**config.mk**
```make
export PLATFORM = sky130hd
export DESIGN_NAME = cache_arbiter
export DESIGN_NICKNAME = d
export VERILOG_FILES = /design/src/rtl/cache_arb_pkg.sv /design/src/rtl/rr_arbiter2.sv /design/src/rtl/cache_arbiter.sv
export SDC_FILE = /design/constraint.sdc
export NUM_CORES = 1
export LEC_CHECK = 0
export ABC_AREA = 0
export CAP_MARGIN = 20
export CORE_MARGIN = 2
export CORE_UTILIZATION = 40
export DETAILED_ROUTE_END_ITERATION = 12
export PLACE_DENSITY = 0.77
export SYNTH_ARGS = -nofsm -noshare
export SYNTH_HDL_FRONTEND = slang
export SYNTH_HIERARCHICAL = 1
export SYNTH_SLANG_ARGS = --single-unit
```
**constraint.sdc**
```tcl
create_clock -name i_clk -period 4.65 [get_ports i_clk]
set_input_delay 0.6975 -clock i_clk [delete_from_list [all_inputs] [get_ports i_clk]]
set_output_delay 0.6975 -clock i_clk [all_outputs]
set_load 0.005 [all_outputs]
```
**src/rtl/cache_arb_pkg.sv**
```systemverilog
// Shared types and encodings for the boot/cache RAM arbiter.
package cache_arb_pkg;

  typedef enum logic [2:0] {
    ST_DRAIN,
    ST_IDLE,
    ST_ISSUE,
    ST_WAIT,
    ST_DONE
  } state_t;

  localparam logic [1:0] SIZE_BYTE = 2'b00;
  localparam logic [1:0] SIZE_HALF = 2'b01;
  localparam logic [1:0] SIZE_WORD = 2'b10;

  localparam logic REQ_IF  = 1'b0;
  localparam logic REQ_MEM = 1'b1;

  localparam int DRAIN_CYCLES = 4;

  function automatic logic [2:0] size_to_count(input logic [1:0] size);
    case (size)
      SIZE_BYTE: size_to_count = 3'd1;
      SIZE_HALF: size_to_count = 3'd2;
      default:   size_to_count = 3'd4;
    endcase
  endfunction

endpackage

```
**src/rtl/rr_arbiter2.sv**
```systemverilog
// Two-input round-robin grant; the last winner loses the next tie.
module rr_arbiter2
  import cache_arb_pkg::*;
(
  input  logic       i_clk,
  input  logic       i_rst_n,
  input  logic [1:0] i_req,
  input  logic       i_update,
  input  logic       i_update_id,
  output logic       o_gnt_valid,
  output logic       o_gnt_id
);

  logic last_grant_q;

  always_ff @(posedge i_clk) begin
    if (!i_rst_n) begin
      last_grant_q <= REQ_MEM;
    end else if (i_update) begin
      last_grant_q <= i_update_id;
    end
  end

  always_comb begin
    o_gnt_valid = |i_req;
    if (&i_req) begin
      o_gnt_id = ~last_grant_q;
    end else begin
      o_gnt_id = i_req[REQ_MEM] ? REQ_MEM : REQ_IF;
    end
  end

endmodule

```
**src/rtl/cache_arbiter.sv**
```systemverilog
// Shares the byte-wide boot/cache RAM between instruction fetch and load/store,
// splitting each access into sequential byte transactions.
//
// state    | meaning
// ST_DRAIN | post-reset wait so a stale RAM DV cannot be mistaken for a new one
// ST_IDLE  | arbitrate and latch the winning request
// ST_ISSUE | one-cycle RAM request for the current byte
// ST_WAIT  | hold RAM outputs until the byte's DV
// ST_DONE  | one-cycle completion pulse to the granted requester
module cache_arbiter
  import cache_arb_pkg::*;
#(
  parameter int ADDR_WIDTH = 13,
  parameter int DATA_WIDTH = 8,
  parameter int WORD_WIDTH = 32
) (
  input  logic                  i_clk,
  input  logic                  i_rst_n,
  input  logic                  i_if_request,
  input  logic [ADDR_WIDTH-1:0] i_if_address,
  output logic [WORD_WIDTH-1:0] o_if_data,
  output logic                  o_if_data_DV,
  input  logic                  i_mem_request,
  input  logic                  i_mem_write,
  input  logic [1:0]            i_mem_size,
  input  logic [ADDR_WIDTH-1:0] i_mem_address,
  input  logic [WORD_WIDTH-1:0] i_mem_data,
  output logic [WORD_WIDTH-1:0] o_mem_data,
  output logic                  o_mem_data_DV,
  output logic                  o_cache_request,
  output logic                  o_cache_write,
  output logic [ADDR_WIDTH-1:0] o_cache_address,
  output logic [DATA_WIDTH-1:0] o_cache_data,
  input  logic [DATA_WIDTH-1:0] i_cache_data,
  input  logic                  i_cache_data_DV
);

  localparam logic [2:0] DRAIN_LOAD = 3'(DRAIN_CYCLES - 1);

  state_t                state_q, state_d;
  logic [2:0]            drain_cnt_q;
  logic                  req_id_q, write_q;
  logic [ADDR_WIDTH-1:0] base_q;
  logic [2:0]            count_q, idx_q;
  logic [WORD_WIDTH-1:0] wdata_q, rbuf_q;

  logic                  cache_req_q, cache_write_q;
  logic [ADDR_WIDTH-1:0] cache_addr_q;
  logic [DATA_WIDTH-1:0] cache_data_q;

  logic                  gnt_valid, gnt_id, gnt_is_mem;
  logic [ADDR_WIDTH-1:0] gnt_addr;
  logic [2:0]            issue_idx;
  logic [ADDR_WIDTH-1:0] issue_base;
  logic                  issue_write;
  logic [WORD_WIDTH-1:0] issue_wdata;

  rr_arbiter2 u_rr (
    .i_clk       (i_clk),
    .i_rst_n     (i_rst_n),
    .i_req       ({i_mem_request, i_if_request}),
    .i_update    (state_q == ST_DONE),
    .i_update_id (req_id_q),
    .o_gnt_valid (gnt_valid),
    .o_gnt_id    (gnt_id)
  );

  assign gnt_is_mem = (gnt_id == REQ_MEM);
  assign gnt_addr   = gnt_is_mem ? i_mem_address : i_if_address;

  always_comb begin
    state_d = state_q;
    case (state_q)
      ST_DRAIN: if (drain_cnt_q == 3'd0) state_d = ST_IDLE;
      ST_IDLE:  if (gnt_valid) state_d = ST_ISSUE;
      ST_ISSUE: state_d = ST_WAIT;
      ST_WAIT: begin
        if (i_cache_data_DV) begin
          state_d = (idx_q + 3'd1 == count_q) ? ST_DONE : ST_ISSUE;
        end
      end
      ST_DONE:  state_d = ST_IDLE;
      default:  state_d = ST_DRAIN;
    endcase
  end

  // RAM outputs are loaded on entry to ISSUE, so the first byte comes straight
  // from the grant and later bytes from the latched access.
  always_comb begin
    if (state_q == ST_IDLE) begin
      issue_idx   = 3'd0;
      issue_base  = gnt_addr;
      issue_write = gnt_is_mem & i_mem_write;
      issue_wdata = gnt_is_mem ? i_mem_data : '0;
    end else begin
      issue_idx   = idx_q + 3'd1;
      issue_base  = base_q;
      issue_write = write_q;
      issue_wdata = wdata_q;
    end
  end

  always_ff @(posedge i_clk) begin
    if (!i_rst_n) begin
      state_q       <= ST_DRAIN;
      drain_cnt_q   <= DRAIN_LOAD;
      req_id_q      <= REQ_IF;
      write_q       <= 1'b0;
      base_q        <= '0;
      count_q       <= 3'd0;
      idx_q         <= 3'd0;
      wdata_q       <= '0;
      rbuf_q        <= '0;
      cache_req_q   <= 1'b0;
      cache_write_q <= 1'b0;
      cache_addr_q  <= '0;
      cache_data_q  <= '0;
    end else begin
      state_q     <= state_d;
      cache_req_q <= (state_d == ST_ISSUE);

      if (state_q == ST_DRAIN && drain_cnt_q != 3'd0) begin
        drain_cnt_q <= drain_cnt_q - 3'd1;
      end

      if (state_d == ST_ISSUE) begin
        cache_addr_q  <= issue_base + ADDR_WIDTH'(issue_idx);
        cache_write_q <= issue_write;
        cache_data_q  <= issue_wdata[{issue_idx[1:0], 3'b000} +: DATA_WIDTH];
      end

      if (state_q == ST_IDLE && gnt_valid) begin
        req_id_q <= gnt_id;
        base_q   <= gnt_addr;
        write_q  <= gnt_is_mem & i_mem_write;
        count_q  <= gnt_is_mem ? size_to_count(i_mem_size) : 3'd4;
        wdata_q  <= gnt_is_mem ? i_mem_data : '0;
        idx_q    <= 3'd0;
        rbuf_q   <= '0;
      end

      if (state_q == ST_WAIT && i_cache_data_DV) begin
        idx_q <= idx_q + 3'd1;
        if (!write_q) begin
          rbuf_q[{idx_q[1:0], 3'b000} +: DATA_WIDTH] <= i_cache_data;
        end
      end
    end
  end

  assign o_cache_request = cache_req_q;
  assign o_cache_write   = cache_write_q;
  assign o_cache_address = cache_addr_q;
  assign o_cache_data    = cache_data_q;

  assign o_if_data_DV  = (state_q == ST_DONE) && (req_id_q == REQ_IF);
  assign o_mem_data_DV = (state_q == ST_DONE) && (req_id_q == REQ_MEM);
  assign o_if_data     = o_if_data_DV ? rbuf_q : '0;
  assign o_mem_data    = (o_mem_data_DV && !write_q) ? rbuf_q : '0;

endmodule

```
Word level (Yosys, flattened, before mapping) --
Cells that the tools add are included.
Storage, ports and cells: memory bits (read-only) 0, flip-flop bits (word level) 115, bits in writable memories 0, bits in latches 0, memories 0, word-level logic and storage cells 69, input port bits 74
Cells by class: equality and inequality tests 7, $mul 0, multiplexer cells 24, add/sub/neg operators 4, magnitude comparators 0, shifts and indexed selects 3, div/mod/pow operators 0, bitwise gates (word level) 3, reductions and logical operators 14
Operator list (count):
- $mux W32 | 8
- $bwmux W32 | 1
- $shift A8 B7 Y32 const A | 1
- $shiftx A32 B6 Y8 | 1
- $shiftx A8 B7 Y32 | 1
- $mux W13 | 2
- $mux W3 | 8
- $pmux W3 S5 | 1
- $add A13 B3 Y13 | 1
- $eq A3 B2 Y1 const B | 3
- $neg A5 Y7 | 1
- $logic_and A1 B1 Y1 | 6
- $logic_not A3 Y1 | 2
- $pmux W3 S2 | 1
- $add A3 B1 Y3 const B | 1
- $eq A3 B1 Y1 const B | 1
- $eq A3 B3 Y1 | 1
- $eq A3 B3 Y1 const B | 1
- $mux W1 | 3
- $reduce_bool A3 Y1 | 1
- $sub A3 B1 Y3 const B | 1
- $eq A2 B1 Y1 const B | 1
- $logic_not A2 Y1 | 1
- $not A1 Y1 | 2
- other kinds (5) | 5

Depth between registers and ports, before layout --
Gate-level depths: netlist of run 1.
word-level depth 7, depth in mapped cells 14, depth with buffers taken out 10

Modules after synthesis --
The synthesis of run 1 kept the hierarchy.
By module, submodules not included:
- cache_arbiter | area each 5609.1 sq um, times used 1, cells each 678, sequential area each 2282.2 sq um
- rr_arbiter2 | area each 47.5 sq um, times used 1, cells each 5, sequential area each 20.0 sq um

Worst setup path after synthesis of run 1 --
No wires, ideal clock.
path kind in2reg, start input i_mem_request, end register cache_addr_q[12] (netlist: o_cache_address[12]), arrival time 3647 ps, data required time 4576 ps, setup slack 928 ps, library setup time 74 ps, path buffers 3, stages 12, cell sequence a21boi_0 -> clkbuf_1 -> buf_2 -> buf_1 -> mux2i_1 -> o21ai_0 -> ha_1 -> a21oi_1 -> or3_1 -> a22o_1 -> or4_1 -> a31oi_1
On the way: longest elaborated chain between the ends 5, elaborated cells between the ends (all ways) 10, those cells by class 1 x add/sub; 1 x eq/ne; 6 x mux; 2 x reduce/logical
RTL lines:
- start, declared | RTL line cache_arbiter.sv:23 | input logic i_mem_request,
- $mux W1 or $reduce_and A2 Y1 (tied branches) | RTL line rr_arbiter2.sv:29, rr_arbiter2.sv:26
- $mux W1 | RTL line rr_arbiter2.sv:26 | if (&i_req) begin
- $mux W13 | RTL line cache_arbiter.sv:69 | assign gnt_addr = gnt_is_mem ? i_mem_address : i_if_address;
- $mux W13 | RTL line cache_arbiter.sv:90 | if (state_q == ST_IDLE) begin
- $add A13 B3 Y13 | RTL line cache_arbiter.sv:127 | cache_addr_q <= issue_base + ADDR_WIDTH'(issue_idx);
- end signal, assigned | RTL line cache_arbiter.sv:127
- end, declared | RTL line cache_arbiter.sv:48 | logic [ADDR_WIDTH-1:0] cache_addr_q;
Parallel ways exist; a longest one is shown, timed or not. A chain may end at the register's enable or synchronous reset.

Final worst setup path of run 1 --
start input i_mem_request, end register cache_addr_q[11] (netlist: o_cache_address[11])
On the way: longest elaborated chain between the ends 5, elaborated cells between the ends (all ways) 10, those cells by class 1 x add/sub; 1 x eq/ne; 6 x mux; 2 x reduce/logical
RTL lines:
- $mux W1 or $reduce_and A2 Y1 (tied branches) | RTL line rr_arbiter2.sv:29, rr_arbiter2.sv:26
- $mux W1 * | RTL line rr_arbiter2.sv:26
- named net gnt_id | RTL line cache_arbiter.sv:51 | logic gnt_valid, gnt_id, gnt_is_mem;
- $mux W13 * | RTL line cache_arbiter.sv:69
- $mux W13 * | RTL line cache_arbiter.sv:90
- $add A13 B3 Y13 * | RTL line cache_arbiter.sv:127
The timed path passes the listed nets; every way through them passes the cells marked *.

==> metrics.md, run 1 <==
| Metric | Value |
|---|---|
| Status | `completed` |
| Antenna cells | `0` |
| DR WL/cell | `15.87 µm` |
| Post-Syn Area | `0.005657 mm²` |
| # resized after CTS | `0` |
| Tmin final | `3.292 ns` |
| CP startpoint kind | `primary input` |
| Pwr dens | `368.2 mW/mm²` |
| I/O pins | `163` |
| CP cell instances | `clkdlybuf4s50_1 -> a21boi_4 -> buf_4 -> mux2i_1 -> or3_4 -> o22a_1 -> or4_1 -> a31oi_1` |
| Critical path peak fanout | `58` |
| Initial core utilization | `40.91%` |
| Initial antenna violation count | `0` |
| RD Place Congestion | `0.8944` |
| Fillers | `1218` |
| Syn avg cell area | `8.282 µm²` |
| Max Fclk | `303.8 MHz` |
| Xor and xnor area share after synthesis | `2.256%` |
| CTS tree | `yes` |
| Chip width | `122.9 µm` |
| Final Util | `57.86%` |
| Final period utilization | `70.79%` |
| Syn Nets | `769` |
| Final setup fails | `0` |
| Hold depth | `2` |
| Most frequent cells in the layout | `clkdlybuf4s50_1 (162), dfxtp_1 (115), nor2_1 (76)` |
| Drt via density | `5.365` |
| Hold Vio Cnt, Final | `0` |
| Yosys top cell area share | `40.70%` |
| Max cap viols | `0` |
| Simple logic cell fraction of the synthesized area | `26.61%` |
| Total GRT Usage | `21.79%` |
| Mux contribution to synthesized area | `6.370%` |
| Htree depth | `4` |
| Die Height | `122.9 µm` |
| Pleak | `2.761 nW` |
| Commonest non-fill, non-tap cell in the layout | `clkdlybuf4s50_1` |
| Critical Path End Type | `flop` |
| Total global routing overflow | `0` |
| Share of cells above drive strength 1 | `6.971%` |
| CORE AREA | `0.01383 mm²` |
| Worst hold-check path type | `flop to flop` |
| RSZ-0062 raised after global routing | `no` |
| Inst Count DP | `980` |
| CP required | `4.99 ns` |
| Post-synth cell types | `54` |
| DRT Wirelength | `16060 µm` |
| DR vias | `5429` |
| P&R area growth vs syn | `41.43%` |
| IO Port Bufs | `162` |
| Postcts setup bufs | `0` |
| Post-CTS Hold Fix Bufs | `0` |
| Max-slew headroom | `42.14%` |
| Die area | `0.01511 mm²` |
| Area contributors post-synth | `dfxtp_1 (41%), and2_1 (8.1%), a21oi_1 (5.1%)` |
| Yosys reg bits | `115` |
| CP delay by family, top | `buffers and inverters` |
| Number of synthesized flops with an enable pin | `0` |
| Synth area leader | `dfxtp_1` |
| Crit. path cell count | `8` |
| Antenna Nets Post-Route | `0` |
| Vias in the first global route | `5088` |
| Largest net degree at the start of global routing | `59` |
| Post-Synthesis Cells | `683` |
| DP Area | `0.007377 mm²` |
| Clock Sinks | `115` |
| CP peak stage delay | `0.59 ns` |
| Ys Warns | `6` |
| Sequential area share after synthesis | `40.70%` |
| Remaining DRCs | `0` |
| Adder-cell share of the synthesized area | `2.787%` |
| 1st-iter DRT viols | `425` |
| Crit path kind | `primary input to flop` |
| Worst-Skew Late Latency | `0.42 ns` |
| HPWL after detailed placement | `11260 µm` |
| Clock Skew | `0.008491 ns` |
| Setup TNS | `0 ns` |
| Ys async rst share | `0%` |
| Slowest cell on crit path | `buf_4` |
| Worst EP arrival | `3.63 ns` |
| Post-synth top flop | `dfxtp_1` |
| Worst Max-Slew Pin Slew | `0.8666 ns` |
| Crit path buf inv count | `2` |
| Finished Cell Area | `0.008000 mm²` |
| Main combinational cell family by area after synthesis | `simple AND/OR/NAND/NOR gates` |
| Std cell rows | `43` |
| Slew Limit Fails | `0` |
| Detailed Routing Iterations Pass 1 | `5` |
| Num CTS Buffers | `17` |
| Maximum vdd drop | `0.0002386 V` |
| First-pass GRT wire length | `25600 µm` |
| Clock tree root driver cell | `clkbuf_16` |
| Complex-gate fraction of the synthesized area | `16.68%` |
| Layout Cells excl Fill | `1012` |
| Max Buffers Root-to-Sink | `2` |
| Worst-path clk slew | `0.05 ns` |
| R2r worst-path depth | `8` |
| Final net count | `905` |
==> stage by stage <==
stage / hold slack [ns] / worst slack [ns] / power, mW
floorplan: 0.4288 / 0.9285 / 1.406
global placement: 0.4367 / 1.036 / 1.598
detailed placement: 0.4416 / 0.9986 / 1.603
CTS: 0.4473 / 1.394 / 2.956
global route: 0.4610 / 1.176 / 3.062
finish: 0.4472 / 1.358 / 2.946
==> state kept, by name, indices dropped and copies added (netlist names), 3 cells and up <==
name and flops:
drain_cnt_q 3, o_cache_address 13, rbuf_q 32, state_q 3, o_cache_data 8, wdata_q 32
base_q 13, idx_q 3, count_q 3
==> worst paths after layout <==
check	startpoint	to	slack, ns
hold / removal	wdata_q[19]	wdata_q[19]	0.45
setup reg to reg	state_q[0]	o_cache_address[12]	1.39
setup / recovery	i_mem_request	o_cache_address[11]	1.36
hold reg to reg	wdata_q[19]	wdata_q[19]	0.45
==> tightest hold or removal path, delay by kind of cell, from the launching register on <==
family | cells | cell delay [ns]
compound gates | 1 | 0.05
simple gates | 1 | 0.05
flops | 1 | 0.30
==> cells by family (layout without fill, tap and decap cells) <==
group / after synthesis / count (layout)
AND/OR/NAND/NOR: 305 / 305
AO/OA/AOI/OAI: 147 / 147
flip-flops: 115 / 115
adder cells (fa/ha/maj): 12 / 12
buffers and inverters: 64 / 213
multiplexers: 27 / 27
XOR/XNOR: 13 / 13
==> metal layers <==
layer  global-route usage (%)  vias to the layer above  share of wire (%)
met4                    8.693                        0                2.2
met1                    28.04                     2543                 43
met3                    5.028                       26                6.7
met2                    35.32                      188                 49
met5                        0                        -                  0
li1                         -                     2672                  -
==> area by class of cell <==
class,count,area (µm²),area share [%]
inverter,7,26.28,0.3284
timing repair buffer,174,1712,21.40
sequential,115,2302,28.78
clock inverter,9,125.1,1.564
multi-input combinational,504,3112,38.90
clock buffer,23,498.0,6.225
tap,180,225.2,2.815
==> power by group <==
group          total, mW  internal, mW  switching, mW
Clock               1.35         0.909          0.446
Sequential          1.09          1.05         0.0436
Combinational      0.497         0.223          0.274
Total               2.95          2.18          0.764
==> synthesized netlist by cell type, types with 2 or more instances <==
| master | instances |
|---|---|
| dfxtp_1 | 115 |
| nor2_1 | 76 |
| and2_1 | 73 |
| nand2_1 | 69 |
| a21oi_1 | 58 |
| nand3_1 | 54 |
| clkbuf_1 | 41 |
| a22oi_1 | 32 |
| mux2i_1 | 18 |
| a211oi_1 | 16 |
| o21ai_0 | 14 |
| buf_1 | 12 |
| ha_1 | 11 |
| xnor2_1 | 9 |
| a311oi_1 | 8 |
| mux4_2 | 7 |
| inv_1 | 6 |
| a31oi_1 | 4 |
| nor2b_1 | 4 |
| nor3_1 | 4 |
| nor3b_1 | 4 |
| o31ai_1 | 3 |
| or4_1 | 3 |
| xor2_1 | 3 |
| and3_1 | 2 |
| and4_1 | 2 |
| buf_6 | 2 |
| mux2_2 | 2 |
| nand3b_1 | 2 |
| nand4_1 | 2 |
| nand4b_1 | 2 |
| o21a_1 | 2 |
| or3_1 | 2 |
Power figures use the tool's default switching activity.
==> run 2: changes to the inputs <==
- PLACE_DENSITY: 0.77 -> 0.8
- clock period: 4.65 -> 2.8 ns (I/O delays scaled with it)
==> metrics.md, run 2 (synthesis results as in run 1) <==
| Metric | Value |
|---|---|
| Status | `completed` |
| Commonest non-fill, non-tap cell in the layout | `clkdlybuf4s50_1` |
| Final worst setup slack | `0.08009 ns (-1.278 ns)` |
| Antenna Nets Post-Route | `0 (unchanged)` |
| Place WS | `-0.5813 ns (-1.580 ns)` |
| Clock Skew | `0.008844 ns (+0.0003527 ns)` |
| DR top layer | `met5` |
| Slew Limit Fails | `0 (unchanged)` |
| Num CTS Buffers | `17 (unchanged)` |
| RD Place Congestion | `0.8154 (-8.8%)` |
| Initial antenna violation count | `1 (+1)` |
| Final setup fails | `0 (unchanged)` |
| DR vias | `5630 (+3.7%)` |
| Pleak | `2.961 nW (+7.2%)` |
| Post-CTS Hold Fix Bufs | `0 (unchanged)` |
| Drt via density | `5.367 (about the same)` |
| First-pass GRT wire length | `25510 µm (-0.35%)` |
| Met3 wire len | `937 µm (-12%)` |
| Vias in the first global route | `5302 (+4.2%)` |
| Final net count | `942 (+4.1%)` |
| Max Fclk | `367.7 MHz` |
| Crit path kind | `flop to flop` |
| Largest registers | `rbuf_q x32, wdata_q x32` |
| Remaining DRCs | `0 (unchanged)` |
| Worst-Skew Late Latency | `0.42 ns (about the same)` |
| Std cell rows | `43 (unchanged)` |
| DP Area | `0.007660 mm² (+3.8%)` |
| Fillers | `1160 (-4.8%)` |
| Pwr dens | `600.6 mW/mm² (+63%)` |
| CP required | `3.13 ns (-1.86 ns)` |
| Total global routing overflow | `0 (unchanged)` |
| Total chip power | `5.033 mW (+71%)` |
| Worst-path clk slew | `0.05 ns (about the same)` |
| CTS tree | `yes` |
| I/O pins | `163 (unchanged)` |
| P&R area growth vs syn | `48.13%` |
| Hold Vio Cnt, Final | `0 (unchanged)` |
| Worst Max-Slew Pin Slew | `0.7251 ns (-0.1414 ns)` |
| Clock tree root driver cell | `clkbuf_16` |
| Finished Cell Area | `0.008379 mm² (+4.7%)` |
| Clock Sinks | `115 (unchanged)` |
| Die Height | `122.9 µm (unchanged)` |
| Met2 Wirelength | `7984 µm (+2.3%)` |
| Tmin final | `2.720 ns` |
| Max-slew headroom | `51.66% (+9.5 points)` |
| DR WL/cell | `15.63 µm (-1.6%)` |
| Antenna cells | `0 (unchanged)` |
| Largest net degree at the start of global routing | `43 (-27%)` |
| HPWL after detailed placement | `11640 µm (+3.4%)` |
| Htree depth | `4 (unchanged)` |
| Critical path peak fanout | `13 (-78%)` |
| Chip width | `122.9 µm (unchanged)` |
| Worst EP arrival | `3.05 ns (-0.58 ns)` |
| Met1 Wirelength | `7018 µm (+2.6%)` |
| Critical Path End Type | `flop` |
| Most frequent cells in the layout | `clkdlybuf4s50_1 (160), dfxtp_1 (115), nor2_1 (75)` |
| Inst Count DP | `1011 (+3.2%)` |
| Worst hold-check path type | `flop to flop` |
| Detailed Routing Iterations Pass 1 | `5 (unchanged)` |
| Share of cells above drive strength 1 | `12.43% (+5.5 points)` |
| DRT Wirelength | `16390 µm (+2.0%)` |
| Final period utilization | `97.14%` |
| Max Buffers Root-to-Sink | `2 (unchanged)` |
| Max cap viols | `0 (unchanged)` |
| IO Port Bufs | `162 (unchanged)` |
| Layout Cells excl Fill | `1049 (+3.7%)` |
| Total GRT Usage | `21.67% (-0.12 points)` |
| CP startpoint kind | `flop` |
| 1st-iter DRT viols | `403 (-5.2%)` |
| Initial core utilization | `40.91% (unchanged)` |
| Die area | `0.01511 mm² (unchanged)` |
| Maximum vdd drop | `0.0004910 V (+110%)` |
| CORE AREA | `0.01383 mm² (unchanged)` |
[run 2: path summary, 6_finish.rpt]
kind | cells after the start | end | from | slack, ns
setup / recovery | 9 | o_cache_address[12] | state_q[0] | 0.08
hold / removal | 2 | wdata_q[29] | wdata_q[29] | 0.45
setup reg to reg | 9 | o_cache_address[12] | state_q[0] | 0.08
hold reg to reg | 2 | wdata_q[29] | wdata_q[29] | 0.45
[run 2: cell type report]
class                           count  area [µm²]  area share [%]
Timing Repair Buffer              211        2036           24.29
Inverter                            7       26.28          0.3136
Multi-Input combinational cell    504        3163           37.75
Tap cell                          180       225.2           2.688
Clock inverter                     13       183.9           2.195
Clock buffer                       19       442.9           5.286
Sequential cell                   115        2302           27.48
[run 2: power by group]
| group | internal [mW] | leakage (nW) | total [mW] | switching, mW |
|---|---|---|---|---|
| sequential | 1.74 | 0.928 | 1.80 | 0.0607 |
| combinational | 0.451 | 1.73 | 0.939 | 0.488 |
| clock | 1.51 | 0.299 | 2.29 | 0.781 |
| total | 3.70 | 2.96 | 5.03 | 1.33 |
[run 2: per-layer routing]
| layer | vias to the layer above | GRT usage (%) |
|---|---|---|
| li1 | 2733 | - |
| met1 | 2670 | 26.95 |
| met2 | 186 | 35.57 |
| met3 | 39 | 4.566 |
| met4 | 2 | 10.85 |
| met5 | - | 0 |
[run 2: critical path, cell delays in order, from the launching register on]
cell and delay [ns]:
dfxtp_1 0.33, or3b_4 0.44, buf_4 0.21, o21ai_1 0.16, ha_1 0.20, a21oi_2 0.09, or3_4 0.33, a22o_1 0.20
or4_1 0.46, a31oi_1 0.21
[run 2: stage by stage]
step,hold slack (ns),TNS [ns],util (%)
global placement,0.4359,-2.548,55.40
global route,0.4680,-0.05081,60.60
finish,0.4492,0,60.60
floorplan,0.4288,-0.2745,-
CTS,0.4504,0,60.18
detailed placement,0.4436,-3.183,55.40
[run 2: timing repair]
item / CTS / global route
setup buffers: 3 / 2
pin swaps: 9 / 4
gates cloned: 0 / 1
setup endpoints to repair: 19 / 68
gates resized for setup: 7 / 12
==> run 3: changes to the inputs <==
- CAP_MARGIN: 20 -> unset
- HOLD_SLACK_MARGIN: unset -> 0.06
==> results of run 3 <==
The final DEF is identical to that of run 2; final timing and power are the same.
